### src/rtl/symbol_upsampler.sv
// Symbol-to-sample upsampler for the transmit path.
// Takes I/Q symbols over a valid/ready handshake and produces one sample per
// clock. A phase accumulator marks symbol boundaries: it advances by STEP every
// cycle and fires when it reaches the current period. The period can be pulled
// off nominal by RATE_OFFSET, which produces a deliberate symbol-rate error.
module symbol_upsampler #(
  parameter int WIDTH    = 16,
  parameter int OSR_LOG2 = 5
) (
  input  logic                    clk,
  input  logic                    rst,
  input  logic                    en,
  input  logic                    ZERO_STUFF,
  input  logic signed [WIDTH-1:0] RATE_OFFSET,
  input  logic                    clr_underflow,
  input  logic signed [WIDTH-1:0] I_1M,
  input  logic signed [WIDTH-1:0] Q_1M,
  input  logic                    sym_valid,
  output logic                    sym_ready,
  output logic signed [WIDTH-1:0] I_32M,
  output logic signed [WIDTH-1:0] Q_32M,
  output logic                    sym_strobe,
  output logic                    underflow
);

  // Accumulator and period carry one extra bit so the clamped maximum period
  // plus one step never wraps.
  localparam int CW = WIDTH + 1;
  localparam logic [CW-1:0] PERIOD_NOM = CW'(1) << (WIDTH - 3);
  localparam logic [CW-1:0] STEP       = PERIOD_NOM >> OSR_LOG2;
  localparam logic [CW-1:0] PERIOD_MIN = PERIOD_NOM >> 1;
  localparam logic [CW-1:0] PERIOD_MAX = PERIOD_NOM + (PERIOD_NOM >> 1);

  typedef enum logic {
    IDLE = 1'b0,
    RUN  = 1'b1
  } state_t;

  state_t state;
  state_t state_next;
  logic   run;

  logic [CW-1:0] cnt;
  logic [CW-1:0] period;

  logic                    buf_full;
  logic signed [WIDTH-1:0] buf_i;
  logic signed [WIDTH-1:0] buf_q;

  logic signed [WIDTH-1:0] sym_i_p0;
  logic signed [WIDTH-1:0] sym_q_p0;

  logic                    accept;
  logic                    boundary;
  logic                    uf_set;
  logic signed [WIDTH-1:0] load_i;
  logic signed [WIDTH-1:0] load_q;

  // Nominal period plus a signed offset, saturated to half..one-and-a-half
  // of nominal so a wild offset cannot stall or race the symbol clock.
  function automatic logic [CW-1:0] clamp_period(input logic signed [WIDTH-1:0] offset);
    logic signed [WIDTH+1:0] sum;
    sum = $signed({1'b0, PERIOD_NOM}) + $signed({{2{offset[WIDTH-1]}}, offset});
    if (sum < $signed({1'b0, PERIOD_MIN})) begin
      return PERIOD_MIN;
    end
    if (sum > $signed({1'b0, PERIOD_MAX})) begin
      return PERIOD_MAX;
    end
    return sum[CW-1:0];
  endfunction

  assign sym_ready = !buf_full && !rst;
  assign accept    = sym_valid && sym_ready;

  // Mode decision: the datapath acts on the mode chosen for the current cycle,
  // so enabling gives a boundary in the same cycle and disabling zeroes the
  // outputs on the very next edge.
  always_comb begin
    state_next = state;
    case (state)
      IDLE:    if (en)  state_next = RUN;
      RUN:     if (!en) state_next = IDLE;
      default: state_next = IDLE;
    endcase
    run = (state_next == RUN);
  end

  // Mode register.
  always_ff @(posedge clk) begin
    if (rst) begin
      state <= IDLE;
    end else begin
      state <= state_next;
    end
  end

  assign boundary = run && (cnt >= period);

  // Source of the next symbol at a boundary: buffered symbol first, then a
  // same-cycle accept bypassing the buffer, otherwise a zero (underflow).
  always_comb begin
    load_i = '0;
    load_q = '0;
    uf_set = 1'b0;
    if (buf_full) begin
      load_i = buf_i;
      load_q = buf_q;
    end else if (accept) begin
      load_i = I_1M;
      load_q = Q_1M;
    end else begin
      uf_set = boundary;
    end
  end

  // Phase accumulator; the period for the next symbol is latched at each boundary.
  always_ff @(posedge clk) begin
    if (rst || !run) begin
      cnt    <= PERIOD_NOM;
      period <= PERIOD_NOM;
    end else if (boundary) begin
      cnt    <= cnt - period + STEP;
      period <= clamp_period(RATE_OFFSET);
    end else begin
      cnt    <= cnt + STEP;
    end
  end

  // One-entry symbol buffer: drained at a boundary, filled by an accept that
  // does not coincide with a boundary.
  always_ff @(posedge clk) begin
    if (rst) begin
      buf_full <= 1'b0;
      buf_i    <= '0;
      buf_q    <= '0;
    end else if (boundary && buf_full) begin
      buf_full <= 1'b0;
    end else if (accept && !boundary) begin
      buf_full <= 1'b1;
      buf_i    <= I_1M;
      buf_q    <= Q_1M;
    end
  end

  // ---- stage p0: current symbol register ----
  // Holds the symbol being transmitted for the remainder of its period.
  always_ff @(posedge clk) begin
    if (rst || !run) begin
      sym_i_p0 <= '0;
      sym_q_p0 <= '0;
    end else if (boundary) begin
      sym_i_p0 <= load_i;
      sym_q_p0 <= load_q;
    end
  end

  // ---- stage p1: registered sample outputs ----
  // Strobe sample carries the new symbol directly; later samples either hold
  // the symbol or are zero-stuffed.
  always_ff @(posedge clk) begin
    if (rst || !run) begin
      I_32M      <= '0;
      Q_32M      <= '0;
      sym_strobe <= 1'b0;
    end else begin
      sym_strobe <= boundary;
      if (boundary) begin
        I_32M <= load_i;
        Q_32M <= load_q;
      end else if (ZERO_STUFF) begin
        I_32M <= '0;
        Q_32M <= '0;
      end else begin
        I_32M <= sym_i_p0;
        Q_32M <= sym_q_p0;
      end
    end
  end

  // Sticky underflow; a new underflow wins over a simultaneous clear.
  always_ff @(posedge clk) begin
    if (rst) begin
      underflow <= 1'b0;
    end else if (uf_set) begin
      underflow <= 1'b1;
    end else if (clr_underflow) begin
      underflow <= 1'b0;
    end
  end

endmodule

### config.mk
export PLATFORM = sky130hd
export DESIGN_NAME = symbol_upsampler
export DESIGN_NICKNAME = d
export VERILOG_FILES = /design/src/rtl/symbol_upsampler.sv
export SDC_FILE = /design/constraint.sdc
export NUM_CORES = 1
export LEC_CHECK = 0
export CAP_MARGIN = 20
export CORE_MARGIN = 2
export CORE_UTILIZATION = 50
export DETAILED_ROUTE_END_ITERATION = 10
export PLACE_DENSITY = 0.73
export REMOVE_ABC_BUFFERS = 1
export SLEW_MARGIN = 20
export SYNTH_ARGS = -nofsm -noshare
export SYNTH_HDL_FRONTEND = slang
export SYNTH_SLANG_ARGS = --single-unit
### constraint.sdc
create_clock -name clk -period 2.8 [get_ports clk]
set_input_delay 0.28 -clock clk [delete_from_list [all_inputs] [get_ports clk]]
set_output_delay 0.28 -clock clk [all_outputs]
set_load 0.005 [all_outputs]
==> results by group <==
Outcome
  – Run status: finished clean

Logic synthesis
  – Avg Cell Area, Syn: roughly 8.6 um2
  – Post-synthesis sequential area ratio: between 40% and 50%
  – Flip-flop cell with the highest count after synthesis: sky130_fd_sc_hd__dfxtp_1
  – Synthesized cell area: ~6600 um2
  – Flop and latch count out of synthesis: between 100 and 150
  – Number of cells produced by synthesis: 762
  – Syn. warnings: 0
  – Number of distinct library cells after synthesis: 57
  – Number of synthesized flops with an enable pin: 0
  – FFs w/ async S/R, synth: 0%

Clocking
  – Clk slew on worst S/H paths: around 0.060 ns
  – Number of buffers created by CTS: 17
  – Clock Latency Late Sink: about 0.43 ns
  – Clock Tree Buf Depth: 2
  – TritonCTS clock tree: built
  – Clock Sinks: ~130
  – Clock root buffer: sky130_fd_sc_hd__clkbuf_16
  – # H-tree levels: 4

Setup path
  – Arrival time worst endpoint: between 3 and 4 ns
  – Largest fanout on the critical path: 3
  – End of the worst register-to-register path: cnt[5]
  – Launch point of the worst reg-to-reg path: period[1]
  – Endpoint class of the critical path: register
  – Worst reg-to-reg path cell count: 15
  – Critical path start-end classification: register to register
  – Register-to-register setup slack: 0.06 ns
  – Crit path launch type: register
  – CP Capture Point: cnt[5]
  – Endpoint required time on the critical path: 3.14 ns
  – Worst Setup SP: period[1]

Detailed routing
  – Ratio of routed vias to standard cells: approximately 6
  – First DRT Iteration DRCs: 394
  – Vias after detailed routing: between 5,000 and 6,000
  – Routed wire per std cell: approximately 17 um
  – Drt total wl: ~17,000 um
  – Pre-antenna DRT Iters: 4
  – Detail Route Antenna Nets: 0
  – DRC viols: 0

Placed design
  – Cell count after placement: 983
  – Pre-CTS WS: -0.0777 ns
  – Routability Congestion: approximately 0.94
  – Count of buffers inserted at the top-level ports: between 80 and 90
  – Final HPWL from detailed placement: about 12,000 um

STA
  – Clock Skews: roughly 0.014 ns
  – Setup-failing EPs final: 0
  – Sum of negative setup slack: 0 ns
  – Slew margin rel.: between 20% and 30%
  – Maximum frequency from static timing analysis: approximately 0.37 GHz
  – Min Tclk post-route: about 2.7 ns
  – Final worst path period share: between 90% and 100%
  – Worst-margin pin slew: approximately 1.1 ns
  – Crit path setup slack, layout: between 0.06 and 0.07 ns
  – Number of hold violations in the final report: 0
  – Final slew viol count: 0

Global route
  – Pin count of the biggest net entering global routing: between 60 and 70
  – Number of antenna violations at the first check in global routing: 0
  – Remaining Overflow, GRT: 0
  – Vias in the first global route: 5,822
  – GR Util All Layers: 25.0%
  – First-pass GRT wire length: 28,600 um

Cells and area
  – P&R area growth vs syn: 27.6%
  – Final design utilization: around 66%
  – Fraction of final layout cells sized beyond drive strength 1: 10.2%
  – Final Net Count: ~940
  – Final cell count without fillers: slightly above 1,000
  – Inserted Diodes: 0

Hold path
  – Hold Crit Class: input port to register

Job
  – MaxCap Viol Count: 0

Die
  – I/O Pins: slightly below 90
  – Die Span X: 119 um
  – Die Outline Area: 14,100 um2
  – FP Rows: 41
  – Effective utilization at floorplan: 51.6%
  – Placeable Area: ~13,000 um2
  – Vertical die dimension: between 100 and 150 um

Power and ir drop
  – Pwr Density: about 1400 nW/um2
  – Worst IR Drop VDD: approximately 1.3 mV
  – Leakage power figure: 3.05 nW
-- final cells by class --
type / instances / area (um2)
fillers: 1058 / 4350
multi-input cells: 530 / 3610
flip-flops and latches: 133 / 2660
repair buffers: 113 / 1120
clock buffers: 17 / 425
well taps: 172 / 215
clock inverters: 15 / 178
inverters: 43 / 161
-- cells by family after synthesis --
| group | after synthesis | share of synthesized area, % |
|---|---|---|
| xor+xnor | 17 | 2.27 |
| simple gates | 230 | 18.3 |
| fa+ha+maj | 44 | 9.42 |
| mux | 2 | 0.305 |
| flops | 133 | 40.6 |
| compound gates | 237 | 22.8 |
| buf+inv | 99 | 6.33 |
-- cell usage in the layout (no fill, tap or decap), drive strengths merged, types with 3 or more instances in the layout --
cell and count:
clkbuf 17, xnor2 11, bufinv 3, nand4 4
nor4 7, xor2 6, a211oi 11, nor2 24
ha 35, a21o 5, a22o 44, o31ai 3
nor2b 7, and3 5, a21oi 113, a31oi 6
nand2b 4, clkinvlp 5, clkinv 3, nor3 10
nand3 40, nand2 82, clkdlybuf4s50 88, dfxtp 133
nand3b 36, fa 9, o21ai 37, buf 25
inv 47
-- critical path, cell delays in order (launching register included) --
cell and delay (ns):
sky130_fd_sc_hd__dfxtp_2 0.33, sky130_fd_sc_hd__inv_1 0.07, sky130_fd_sc_hd__ha_4 0.28, sky130_fd_sc_hd__ha_4 0.14, sky130_fd_sc_hd__inv_1 0.06, sky130_fd_sc_hd__fa_2 0.38
sky130_fd_sc_hd__nor3b_4 0.25, sky130_fd_sc_hd__buf_4 0.15, sky130_fd_sc_hd__buf_4 0.10, sky130_fd_sc_hd__buf_4 0.09, sky130_fd_sc_hd__buf_4 0.09, sky130_fd_sc_hd__buf_4 0.09
sky130_fd_sc_hd__buf_4 0.09, sky130_fd_sc_hd__nor4_1 0.04, sky130_fd_sc_hd__or3b_1 0.35, sky130_fd_sc_hd__a21oi_1 0.13
-- metrics by stage --
stage	power, mW	hold WS [ns]	cell area, um2
3_5_place_dp	9.05	0.443	7600
6_report	11.9	0.440	8370
4_1_cts	11.6	0.440	8260
2_1_floorplan	5.37	0.349	6310
5_1_grt	12.7	0.439	8370
3_3_place_gp	8.88	0.438	7600
-- cell usage after synthesis (3+ instances only) --
cell type                  count  area [um2]
sky130_fd_sc_hd__nand4_1       4        25.0
sky130_fd_sc_hd__xnor2_1      11        96.3
sky130_fd_sc_hd__clkbuf_1     33         124
sky130_fd_sc_hd__buf_1         5        18.8
sky130_fd_sc_hd__o21ai_1       5        25.0
sky130_fd_sc_hd__nor2_1       23        86.3
sky130_fd_sc_hd__nand2_1      82         308
sky130_fd_sc_hd__o31ai_2       3        37.5
sky130_fd_sc_hd__xor2_1        6        52.6
sky130_fd_sc_hd__fa_1          9         180
sky130_fd_sc_hd__a21oi_1     113         566
sky130_fd_sc_hd__dfxtp_1     133        2660
sky130_fd_sc_hd__nand3_1      40         200
sky130_fd_sc_hd__nand3b_1     36         270
sky130_fd_sc_hd__o21ai_0      32         160
sky130_fd_sc_hd__buf_2        11        55.1
sky130_fd_sc_hd__a21o_1        5        37.5
sky130_fd_sc_hd__buf_4         6        45.0
sky130_fd_sc_hd__and3_1        5        31.3
sky130_fd_sc_hd__a22o_1       44         385
sky130_fd_sc_hd__a211oi_1      9        67.6
sky130_fd_sc_hd__a31oi_1       6        37.5
sky130_fd_sc_hd__nand2b_1      4        25.0
sky130_fd_sc_hd__ha_1         35         438
sky130_fd_sc_hd__inv_1        43         161
sky130_fd_sc_hd__nor3_1       10        50.1
sky130_fd_sc_hd__nor4_1        5        31.3
sky130_fd_sc_hd__nor2b_1       7        43.8
-- worst min path at each step --
stage                     slack [ns]  cells after the start   startpoint          end
final                           0.44                      3     Q_1M[15]    buf_q[15]
after global routing            0.44                      3     Q_1M[15]    buf_q[15]
after CTS                       0.44                      3      Q_1M[5]     buf_q[5]
after detailed placement        0.44                      2  sym_q_p0[5]  sym_q_p0[5]
after global placement          0.44                      2  sym_i_p0[8]  sym_i_p0[8]
after floorplan                 0.35                      1          rst     buf_i[0]
-- registers in the layout, summed over array words and instances (netlist names) --
| register | count |
|---|---|
| buf_q | 16 |
| sym_q_p0 | 16 |
| buf_full | 1 |
| sym_i_p0 | 16 |
| cnt | 17 |
| sym_strobe | 1 |
| I_32M | 16 |
| Q_32M | 16 |
| buf_i | 16 |
| period | 17 |
| underflow | 1 |
-- report_power, final --
part / switching, mW / internal [mW]
clock: 0.865 / 1.40
combinational: 4.57 / 2.72
sequential: 0.188 / 2.17
total: 5.62 / 6.29
-- metal layers --
layer	share of wire [%]	global-route usage, %	vias up
li1	-	-	2848
met1	42	31.0	2888
met2	51	42.3	201
met3	5.6	5.60	31
met4	2.2	9.30	0
met5	0	0	-
-- timing repair --
item / CTS / global route
gates resized for setup: 3 / 16
hold buffers: 0 / 0
hold endpoints to repair: 0 / 0
pin swaps: 1 / 11
endpoints found under the setup margin: 4 / 19
buffers inserted: 5 / 3
Power figures use the tool's default switching activity.
